--- src/rtl/assoc_cache_wb.sv ---
// assoc_cache_wb: 2-way set-associative, write-back, write-allocate cache.
// One outstanding CPU request; misses write back a dirty victim (if needed)
// and then fill the whole line from memory before retrying the lookup.
//
// Ports:
//   clk, reset            rising-edge clock, asynchronous active-high reset
//   cpu_rd, cpu_wr        request strobes, held until cpu_ack (rd wins if both)
//   cpu_addr, cpu_wdata   word address and write data
//   cpu_rdata             read data, held until the next ack
//   cpu_ack               one-cycle completion pulse
//   cpu_stall             high while a miss is being serviced
//   mem_ready             memory can accept a command
//   mem_done              one-cycle completion of a memory command
//   mem_rdata             fill line, word0 in the LSBs
//   mem_addr              block-aligned memory address
//   mem_rd, mem_wr        one-cycle command pulses
//   mem_wdata             write-back line
module assoc_cache_wb #(
  parameter int unsigned WORD_SIZE   = 32,
  parameter int unsigned BLOCK_WORDS = 4,
  parameter int unsigned SETS        = 4,
  parameter int unsigned ADDR_W      = 32
) (
  input  logic                             clk,
  input  logic                             reset,
  input  logic                             cpu_rd,
  input  logic                             cpu_wr,
  input  logic [ADDR_W-1:0]                cpu_addr,
  input  logic [WORD_SIZE-1:0]             cpu_wdata,
  output logic [WORD_SIZE-1:0]             cpu_rdata,
  output logic                             cpu_ack,
  output logic                             cpu_stall,
  input  logic                             mem_ready,
  input  logic                             mem_done,
  input  logic [WORD_SIZE*BLOCK_WORDS-1:0] mem_rdata,
  output logic [ADDR_W-1:0]                mem_addr,
  output logic                             mem_rd,
  output logic                             mem_wr,
  output logic [WORD_SIZE*BLOCK_WORDS-1:0] mem_wdata
);

  localparam int unsigned OFF_W  = $clog2(BLOCK_WORDS);
  localparam int unsigned IDX_W  = $clog2(SETS);
  localparam int unsigned TAG_W  = ADDR_W - OFF_W - IDX_W;
  localparam int unsigned LINE_W = WORD_SIZE * BLOCK_WORDS;

  typedef logic [BLOCK_WORDS-1:0][WORD_SIZE-1:0] line_t;

  typedef enum logic [2:0] {
    IDLE, LOOKUP, WB_REQ, WB_WAIT, FILL_REQ, FILL_WAIT
  } state_t;

  // Storage arrays; line data and tags are qualified by valid and need no reset
  line_t              data_mem [2][SETS];
  logic [TAG_W-1:0]   tag_mem  [2][SETS];
  logic [1:0][SETS-1:0] valid_q;
  logic [1:0][SETS-1:0] dirty_q;
  logic [SETS-1:0]    lru_q;
  logic               victim_q;

  // Latched request
  logic [ADDR_W-1:0]    req_addr;
  logic [WORD_SIZE-1:0] req_wdata;
  logic                 req_wr;
  logic [OFF_W-1:0]     req_off;
  logic [IDX_W-1:0]     req_idx;
  logic [TAG_W-1:0]     req_tag;

  assign req_off = req_addr[OFF_W-1:0];
  assign req_idx = req_addr[OFF_W +: IDX_W];
  assign req_tag = req_addr[ADDR_W-1 -: TAG_W];

  state_t               state, state_d;
  logic [WORD_SIZE-1:0] rdata_d;
  logic                 ack_d, stall_d, mem_rd_d, mem_wr_d;
  logic [ADDR_W-1:0]    mem_addr_d;
  logic [LINE_W-1:0]    mem_wdata_d;

  logic accept, hit0, hit1, hit, hit_way, vic_way, vic_dirty;

  // A new request is taken only once the previous ack pulse has dropped
  assign accept = (state == IDLE) && (cpu_rd || cpu_wr) && !cpu_ack;

  // Tag compare; way0 wins if both ways match
  assign hit0    = valid_q[0][req_idx] && (tag_mem[0][req_idx] == req_tag);
  assign hit1    = valid_q[1][req_idx] && (tag_mem[1][req_idx] == req_tag);
  assign hit     = hit0 || hit1;
  assign hit_way = ~hit0;

  // Victim: invalid way first (way0 preferred), else the LRU way
  assign vic_way   = !valid_q[0][req_idx] ? 1'b0 :
                     (!valid_q[1][req_idx] ? 1'b1 : lru_q[req_idx]);
  assign vic_dirty = valid_q[vic_way][req_idx] && dirty_q[vic_way][req_idx];

  // State and registered outputs
  always_ff @(posedge clk or posedge reset) begin
    if (reset) begin
      state     <= IDLE;
      cpu_rdata <= '0;
      cpu_ack   <= 1'b0;
      cpu_stall <= 1'b0;
      mem_addr  <= '0;
      mem_rd    <= 1'b0;
      mem_wr    <= 1'b0;
      mem_wdata <= '0;
    end else begin
      state     <= state_d;
      cpu_rdata <= rdata_d;
      cpu_ack   <= ack_d;
      cpu_stall <= stall_d;
      mem_addr  <= mem_addr_d;
      mem_rd    <= mem_rd_d;
      mem_wr    <= mem_wr_d;
      mem_wdata <= mem_wdata_d;
    end
  end

  // Next-state and next-output logic
  always_comb begin
    state_d     = state;
    rdata_d     = cpu_rdata;
    ack_d       = 1'b0;
    stall_d     = cpu_stall;
    mem_rd_d    = 1'b0;
    mem_wr_d    = 1'b0;
    mem_addr_d  = mem_addr;
    mem_wdata_d = mem_wdata;
    case (state)
      IDLE: begin
        if (accept) state_d = LOOKUP;
      end
      LOOKUP: begin
        if (hit) begin
          ack_d   = 1'b1;
          stall_d = 1'b0;
          if (!req_wr) rdata_d = data_mem[hit_way][req_idx][req_off];
          state_d = IDLE;
        end else begin
          stall_d = 1'b1;
          state_d = vic_dirty ? WB_REQ : FILL_REQ;
        end
      end
      WB_REQ: begin
        if (mem_ready) begin
          mem_wr_d    = 1'b1;
          mem_addr_d  = {tag_mem[victim_q][req_idx], req_idx, {OFF_W{1'b0}}};
          mem_wdata_d = data_mem[victim_q][req_idx];
          state_d     = WB_WAIT;
        end
      end
      WB_WAIT: begin
        if (mem_done) state_d = FILL_REQ;
      end
      FILL_REQ: begin
        if (mem_ready) begin
          mem_rd_d   = 1'b1;
          mem_addr_d = {req_tag, req_idx, {OFF_W{1'b0}}};
          state_d    = FILL_WAIT;
        end
      end
      FILL_WAIT: begin
        if (mem_done) state_d = LOOKUP;
      end
      default: state_d = IDLE;
    endcase
  end

  // Request latch plus valid/dirty/LRU/victim bookkeeping
  always_ff @(posedge clk or posedge reset) begin
    if (reset) begin
      valid_q   <= '0;
      dirty_q   <= '0;
      lru_q     <= '0;
      victim_q  <= 1'b0;
      req_addr  <= '0;
      req_wdata <= '0;
      req_wr    <= 1'b0;
    end else begin
      if (accept) begin
        req_addr  <= cpu_addr;
        req_wdata <= cpu_wdata;
        req_wr    <= cpu_wr && !cpu_rd;
      end
      if (state == LOOKUP) begin
        if (hit) begin
          lru_q[req_idx] <= ~hit_way;
          if (req_wr) dirty_q[hit_way][req_idx] <= 1'b1;
        end else begin
          victim_q <= vic_way;
        end
      end
      if ((state == FILL_WAIT) && mem_done) begin
        valid_q[victim_q][req_idx] <= 1'b1;
        dirty_q[victim_q][req_idx] <= 1'b0;
      end
    end
  end

  // Line data and tag writes
  always_ff @(posedge clk) begin
    if ((state == LOOKUP) && hit && req_wr)
      data_mem[hit_way][req_idx][req_off] <= req_wdata;
    if ((state == FILL_WAIT) && mem_done) begin
      data_mem[victim_q][req_idx] <= mem_rdata;
      tag_mem[victim_q][req_idx]  <= req_tag;
    end
  end

endmodule

--- config.mk ---
export PLATFORM = sky130hd
export DESIGN_NAME = assoc_cache_wb
export DESIGN_NICKNAME = d
export VERILOG_FILES = /design/src/rtl/assoc_cache_wb.sv
export SDC_FILE = /design/constraint.sdc
export NUM_CORES = 2
export LEC_CHECK = 0
export ABC_CLOCK_PERIOD_IN_PS = 9940
export BUFFER_PORTS_ARGS = -buffer_cell sky130_fd_sc_hd__buf_2
export CELL_PAD_IN_SITES_DETAIL_PLACEMENT = 0
export CELL_PAD_IN_SITES_GLOBAL_PLACEMENT = 1
export CORE_ASPECT_RATIO = 1.75
export CORE_MARGIN = 1
export CORE_UTILIZATION = 45
export DETAILED_ROUTE_END_ITERATION = 6
export PLACE_DENSITY_LB_ADDON = 0.1
export SETUP_SLACK_MARGIN = 0.3
export SYNTH_ARGS = -nofsm -noshare
export SYNTH_HDL_FRONTEND = slang
export SYNTH_SLANG_ARGS = --single-unit
--- constraint.sdc ---
create_clock -name clk -period 9.94 [get_ports clk]
set_input_delay 0.994 -clock clk [delete_from_list [all_inputs] [get_ports clk]]
set_output_delay 0.994 -clock clk [all_outputs]
set_load 0.03 [all_outputs]
# After elaboration in Yosys (flattened, before gate mapping)
# Memories as Yosys holds them, arrays and structs flattened.
# Index checks and enable logic that the tools add are counted.
# Widths: inputs -> output; s select.
[totals]
latch_bits = 0
word_cells = 154
mem_bits_ro = 0
out_inout_bits = 196
inputBits = 198
n_memories = 2
reg_bits = 285
ramBits = 1248
[op_classes]
magnitude_cmp = 11
muxes = 77
bitwise = 8
n_eq_ne = 12
shift = 0
multipliers = 0
n_reduce_logical = 27
add_sub_neg = 0
div_mod_pow = 0
[mem_list]
columns = ["memory", "depth", "word_bits", "rd", "rd_clocked_by_memory_dff", "wr", "line", "text"]
rows = [
  ["data_mem", 2, 512, 2, 0, 1, "54", "line_t data_mem [2][SETS];"],
  ["tag_mem", 2, 112, 3, 0, 1, "55", "logic [TAG_W-1:0] tag_mem [2][SETS];"],
]
[op_table]
columns = ["op", "n"]
rows = [
  ["$mux 512", 4],
  ["$mux 128", 6],
  ["$bmux 128 s2", 2],
  ["$demux 128 s2", 2],
  ["$reduce_or 512->1", 1],
  ["$mux 28", 7],
  ["$bmux 28 s2", 3],
  ["$mux 32", 4],
  ["$mux 112", 1],
  ["$bmux 32 s2", 1],
  ["$demux 32 s2", 1],
  ["$pmux 32 s2", 1],
  ["$demux 28 s2", 1],
  ["$eq 28x28->1", 2],
  ["$mux 8", 4],
  ["$mux 4", 6],
  ["$mux 3", 7],
  ["$pmux 3 s6", 1],
  ["$mux 1", 17],
  ["$or 8x8->8", 2],
  ["$logic_and 1x1->1", 14],
  ["$bmux 1 s2", 5],
  ["$ne 2x2->1 const B", 5],
  ["$and 8x8->8", 1],
  ["22 further kinds", 37],
]

# Logic depth before layout (Yosys ltp)
[logic_depth]
word_depth = 17
mapped_depth = 16

# Worst setup path before layout
# Ideal clock, no wire load.
[synth_timing]
path_kind = "register -> register"
start = "register req_addr[2]"
end = "memory data_mem[1][0] in the netlist's numbering, enable pin"
path_stages_with_launch = 13
path_buffers = 3
required_time_ns = 9.479
arrival_time_ns = 4.747
path_slack_ns = 4.732
path_cell_list = "dfrtp_1 buf_6 buf_6 buf_2 mux4_2 xnor2_1 nand4_1 nor4_1 nand3_1 nand2_2 and3_1 a21oi_1 nor3_1"
[synth_via]
elab_chain_len = 12
[synth_rtl]
columns = ["element", "line", "text"]
rows = [
  ["start, declared", "62", "logic [ADDR_W-1:0] req_addr;"],
  ["start signal, assigned", "180", "req_addr <= cpu_addr;"],
  ["branches (longest 12 deep; another with $ge 3x3->1)", "--", ""],
  ["end, declared", "54", ""],
]
# Several ways; the timed one is not identified. The select of a mux whose other input is x is not followed.

# Worst setup path in the final report
[layout_timing]
start = "register req_addr[2]"
end = "register cpu_rdata[14]"
[layout_via]
elab_chain_len = 13
[layout_rtl]
columns = ["element", "line", "text"]
rows = [
  ["$not 2->3 (not written as such)", "85, 86, 136", ""],
  ["$bmux 28 s2", "85", "assign hit0 = valid_q[0][req_idx] && (tag_mem[0][req_idx] == req_tag);"],
  ["$mux 28 (not written as such) (2 in series)", "85", ""],
  ["$eq 28x28->1", "85", ""],
  ["$logic_and 1x1->1", "85", ""],
  ["$not 1->1", "88", "assign hit_way = ~hit0;"],
  ["$mem_v2 2x512", "--", ""],
  ["$bmux 128 s2", "136", "if (!req_wr) rdata_d = data_mem[hit_way][req_idx][req_off];"],
  ["$mux 128 (not written as such) (2 in series)", "136", ""],
  ["$bmux 32 s2", "136", ""],
  ["$mux 32 (not written as such)", "136", ""],
  ["end signal, assigned", "108", "cpu_rdata <= rdata_d;"],
  ["end, declared", "30", "output logic [WORD_SIZE-1:0] cpu_rdata,"],
]
# Several ways; a longest one is shown, not always the timed one. The select of a mux whose other input is x is not followed.
# A chain may end at the register's enable or synchronous reset.

==> reports/qor.txt <==
Crit Path Class: flip-flop to flip-flop
Static Leak: 30.58 nW
DRC: 3
Postcts setup bufs: 0
Final Cycle Share: 70.13%
Largest cells by area after synthesis: edfxtp_1, dfrtp_1, mux4_2
First-pass GRT wire length: 332.9 mm
Largest fanout on the critical path: 58
Area growth syn-to-layout: 13.83%
Synth Instances: 4,500
Min Hold Slack: 342.2 ps
Ports: 394
Slowest stage delay, CP: 1070 ps
Final hold violation count: 0
Critical-path top delay cell: o21ai_0
Initial core utilization: 45.33%
Top_reg_cell synth: edfxtp_1
Netlist Area Pre-Place: 0.06793 mm2
Drt initial violations: 4,109
Post-synth EDFFs: 1,248
I/O Buffers: 391
Grt ovf: 0
Vias in the first global route: 43,471
Vias per cell: 6.129
YS warnings: 0
CP delay by family, top: buffers and inverters
Die Height: 516.0 um
Largest net degree at the start of global routing: 146
CP Data Arrival Time: 7580 ps
Setup Skew: 30.76 ps
Rel. slew slack: -3.740%
Total wire length: 241.0 mm
Yosys cell types: 49
Top cell by count, worst path: buf_4
Clock latency on the worst-skew pair: 780 ps
Startpoint types: flip-flop
Hold Buf Count CTS: 0
CP Capture Type: flip-flop
Area leader, netlist: edfxtp_1
HP Class: input pin to async pin
FILL cells: 12,802
TritonCTS buffer count: 148
Final Util: 51.60%
Max Cap Violations: 1
Worst Path Buf+Inv: 3
DR vias: 43,346
Post-DP HPWL: 153.2 mm
Tmin final: 6971 ps
Required @ worst endpoint: 10,550 ps
CTS tree: done
Pwr dens: 315.9 mW/mm2
Layout Nets: 5,038
Die area: 0.1526 mm2
Max IR drop VDD: 0.2520 mV
Synth async-reset ratio: 18.48%
Top post-synthesis cells by count: edfxtp_1, nand2_1, mux2i_1, mux4_2, dfrtp_1
Initial antenna violation count: 29
GP Congestion: 0.8948
Status: complete, but fails checks
Final Cell Area: 0.07732 mm2
Core area: 0.1498 mm2
H-Tree Depth: 4
Max Freq: 143.4 MHz
Post-synth top area share: 55.17%
Clock sink count: 1,531
Cts repair resizes: 0
RSZ-0062 raised after global routing: false
Pins Over Slew Limit: 13
Wire per inst: 34.07 um
Root buffer cell: clkbuf_16
# rows: 188
Failing checks: DRC, capacitance limit, slew limit
Placed cell area: 0.07209 mm2
Die width: 295.7 um
Post-synthesis sequential area ratio: 65.60%
Crit path cell chain: buf_4, mux4_2, xnor2_1, nand4_1, nor2_1, o2111ai_4, buf_4, buf_4, mux2i_1, o22ai_1, o21ai_0, and4_1, a21oi_1
Most common cell in the netlist: edfxtp_1
Final Setup Violations: 0
Share of cells above drive strength 1: 24.07%
Clock Pin Slew Worst Setup and Hold Paths: 70 ps
Pre-antenna DRT Iters: 7
Setup_tns: 0 ps
Gr usage total: 31.73%
Clock tree buffer depth: 3
Slew @ Worst Pin: 1546 ps
Syn_area_per_cell: 15.09 um2
Antenna-violating nets left: 0
Post-synthesis sequential element count: 1,531
==> per-layer routing <==
| layer | track usage, % | vias up | wire length, um |
|---|---|---|---|
| li1 | - | 18255 | - |
| met1 | 39.04 | 22828 | 91130 |
| met2 | 52.94 | 1876 | 119000 |
| met3 | 4.902 | 379 | 16190 |
| met4 | 18.50 | 8 | 14610 |
| met5 | 0 | - | 54 |
==> worst register-to-register path: cells and delay by family (launching register included) <==
family	cells	cell delay, ps
simple gates	3	570
mux	2	1070
compound gates	4	1510
buf+inv	3	2600
flops	1	900
xor+xnor	1	170
==> report_power, final <==
group	leakage (nW)	internal, W	switching (W)
Sequential	15.0	0.00874	0.000736
Combinational	13.2	0.00281	0.00631
Clock	2.44	0.00333	0.00250
==> final timing paths <==
kind | start | endpoint | slack (ps) | cells after the start
max reg2reg | req_addr[2] | cpu_rdata[14] | 2970 | 13
max in group asynchronous | reset | mem_wdata[87] | 7140 | 4
min in group clk | cpu_rd | req_wr | 440 | 2
min | reset | mem_wdata[14] | 340 | 2
max | req_addr[2] | cpu_rdata[14] | 2970 | 13
min reg2reg | valid_q[3] | valid_q[3] | 460 | 1
==> logic make-up (layout without fill, tap and decap cells) <==
kind of cell | after synthesis | in the layout | synth area share [%]
other | 1 | 111 | 0.005521
buffers and inverters | 325 | 792 | 2.583
and+or+nand+nor | 1002 | 1002 | 6.143
DFF | 1531 | 1531 | 65.60
xor gates and xnor gates | 56 | 56 | 0.7221
AOI/OAI and AO/OA | 680 | 680 | 5.797
muxes | 905 | 905 | 19.15
==> layout by cell type, fill, tap and decap left out, types with 10 or more instances in the layout <==
cell type     n
a21oi_1     111
clkbuf_1     34
clkinv_2     31
xor2_1       11
nor2_1      193
inv_6        10
o22ai_1     256
clkbuf_8     11
o21ai_1      48
a31oi_1     132
diode_2     109
buf_4       110
xnor2_1      45
mux4_2      309
clkinv_1     15
nor2_4       38
mux2_2       67
bufinv_16    16
nand4_1      21
edfxtp_1   1248
nand2_1     635
clkbuf_16   152
buf_2       391
o21ai_0     110
dfrtp_1     280
and4_1       33
buf_12       10
mux2i_1     529
nand2b_1     10
==> per-stage QoR <==
step | setup slack (ps) | total power, W | instances
2_1_floorplan | 1139 | 0.01468 | 4501
3_3_place_gp | 3021 | 0.01866 | 6683
3_5_place_dp | 3066 | 0.01873 | 6685
4_1_cts | 3053 | 0.02452 | 6963
5_1_grt | 2668 | 0.02528 | 7048
6_report | 2969 | 0.02443 | 7072
==> layout make-up <==
cell class	instances	area (um2)	share of cell area (%)
Antenna cell	109	272.8	0.3528
Clock buffer	197	4083	5.280
Clock inverter	81	879.6	1.138
Inverter	3	23.77	0.03075
Multi-Input combinational cell	2645	22010	28.47
Sequential cell	1531	44570	57.64
Tap cell	1995	2496	3.228
Timing Repair Buffer	511	2983	3.858
==> registers in the layout, indices dropped and copies added, names as in the netlist, 3 cells and up <==
register and cells:
data_mem 1024, valid_q 8, mem_addr 30, tag_mem 224, cpu_rdata 32, state 3, req_addr 32, req_wdata 32
dirty_q 8, lru_q 4, mem_wdata 128
Note: power is estimated with default switching activity, not from simulation.
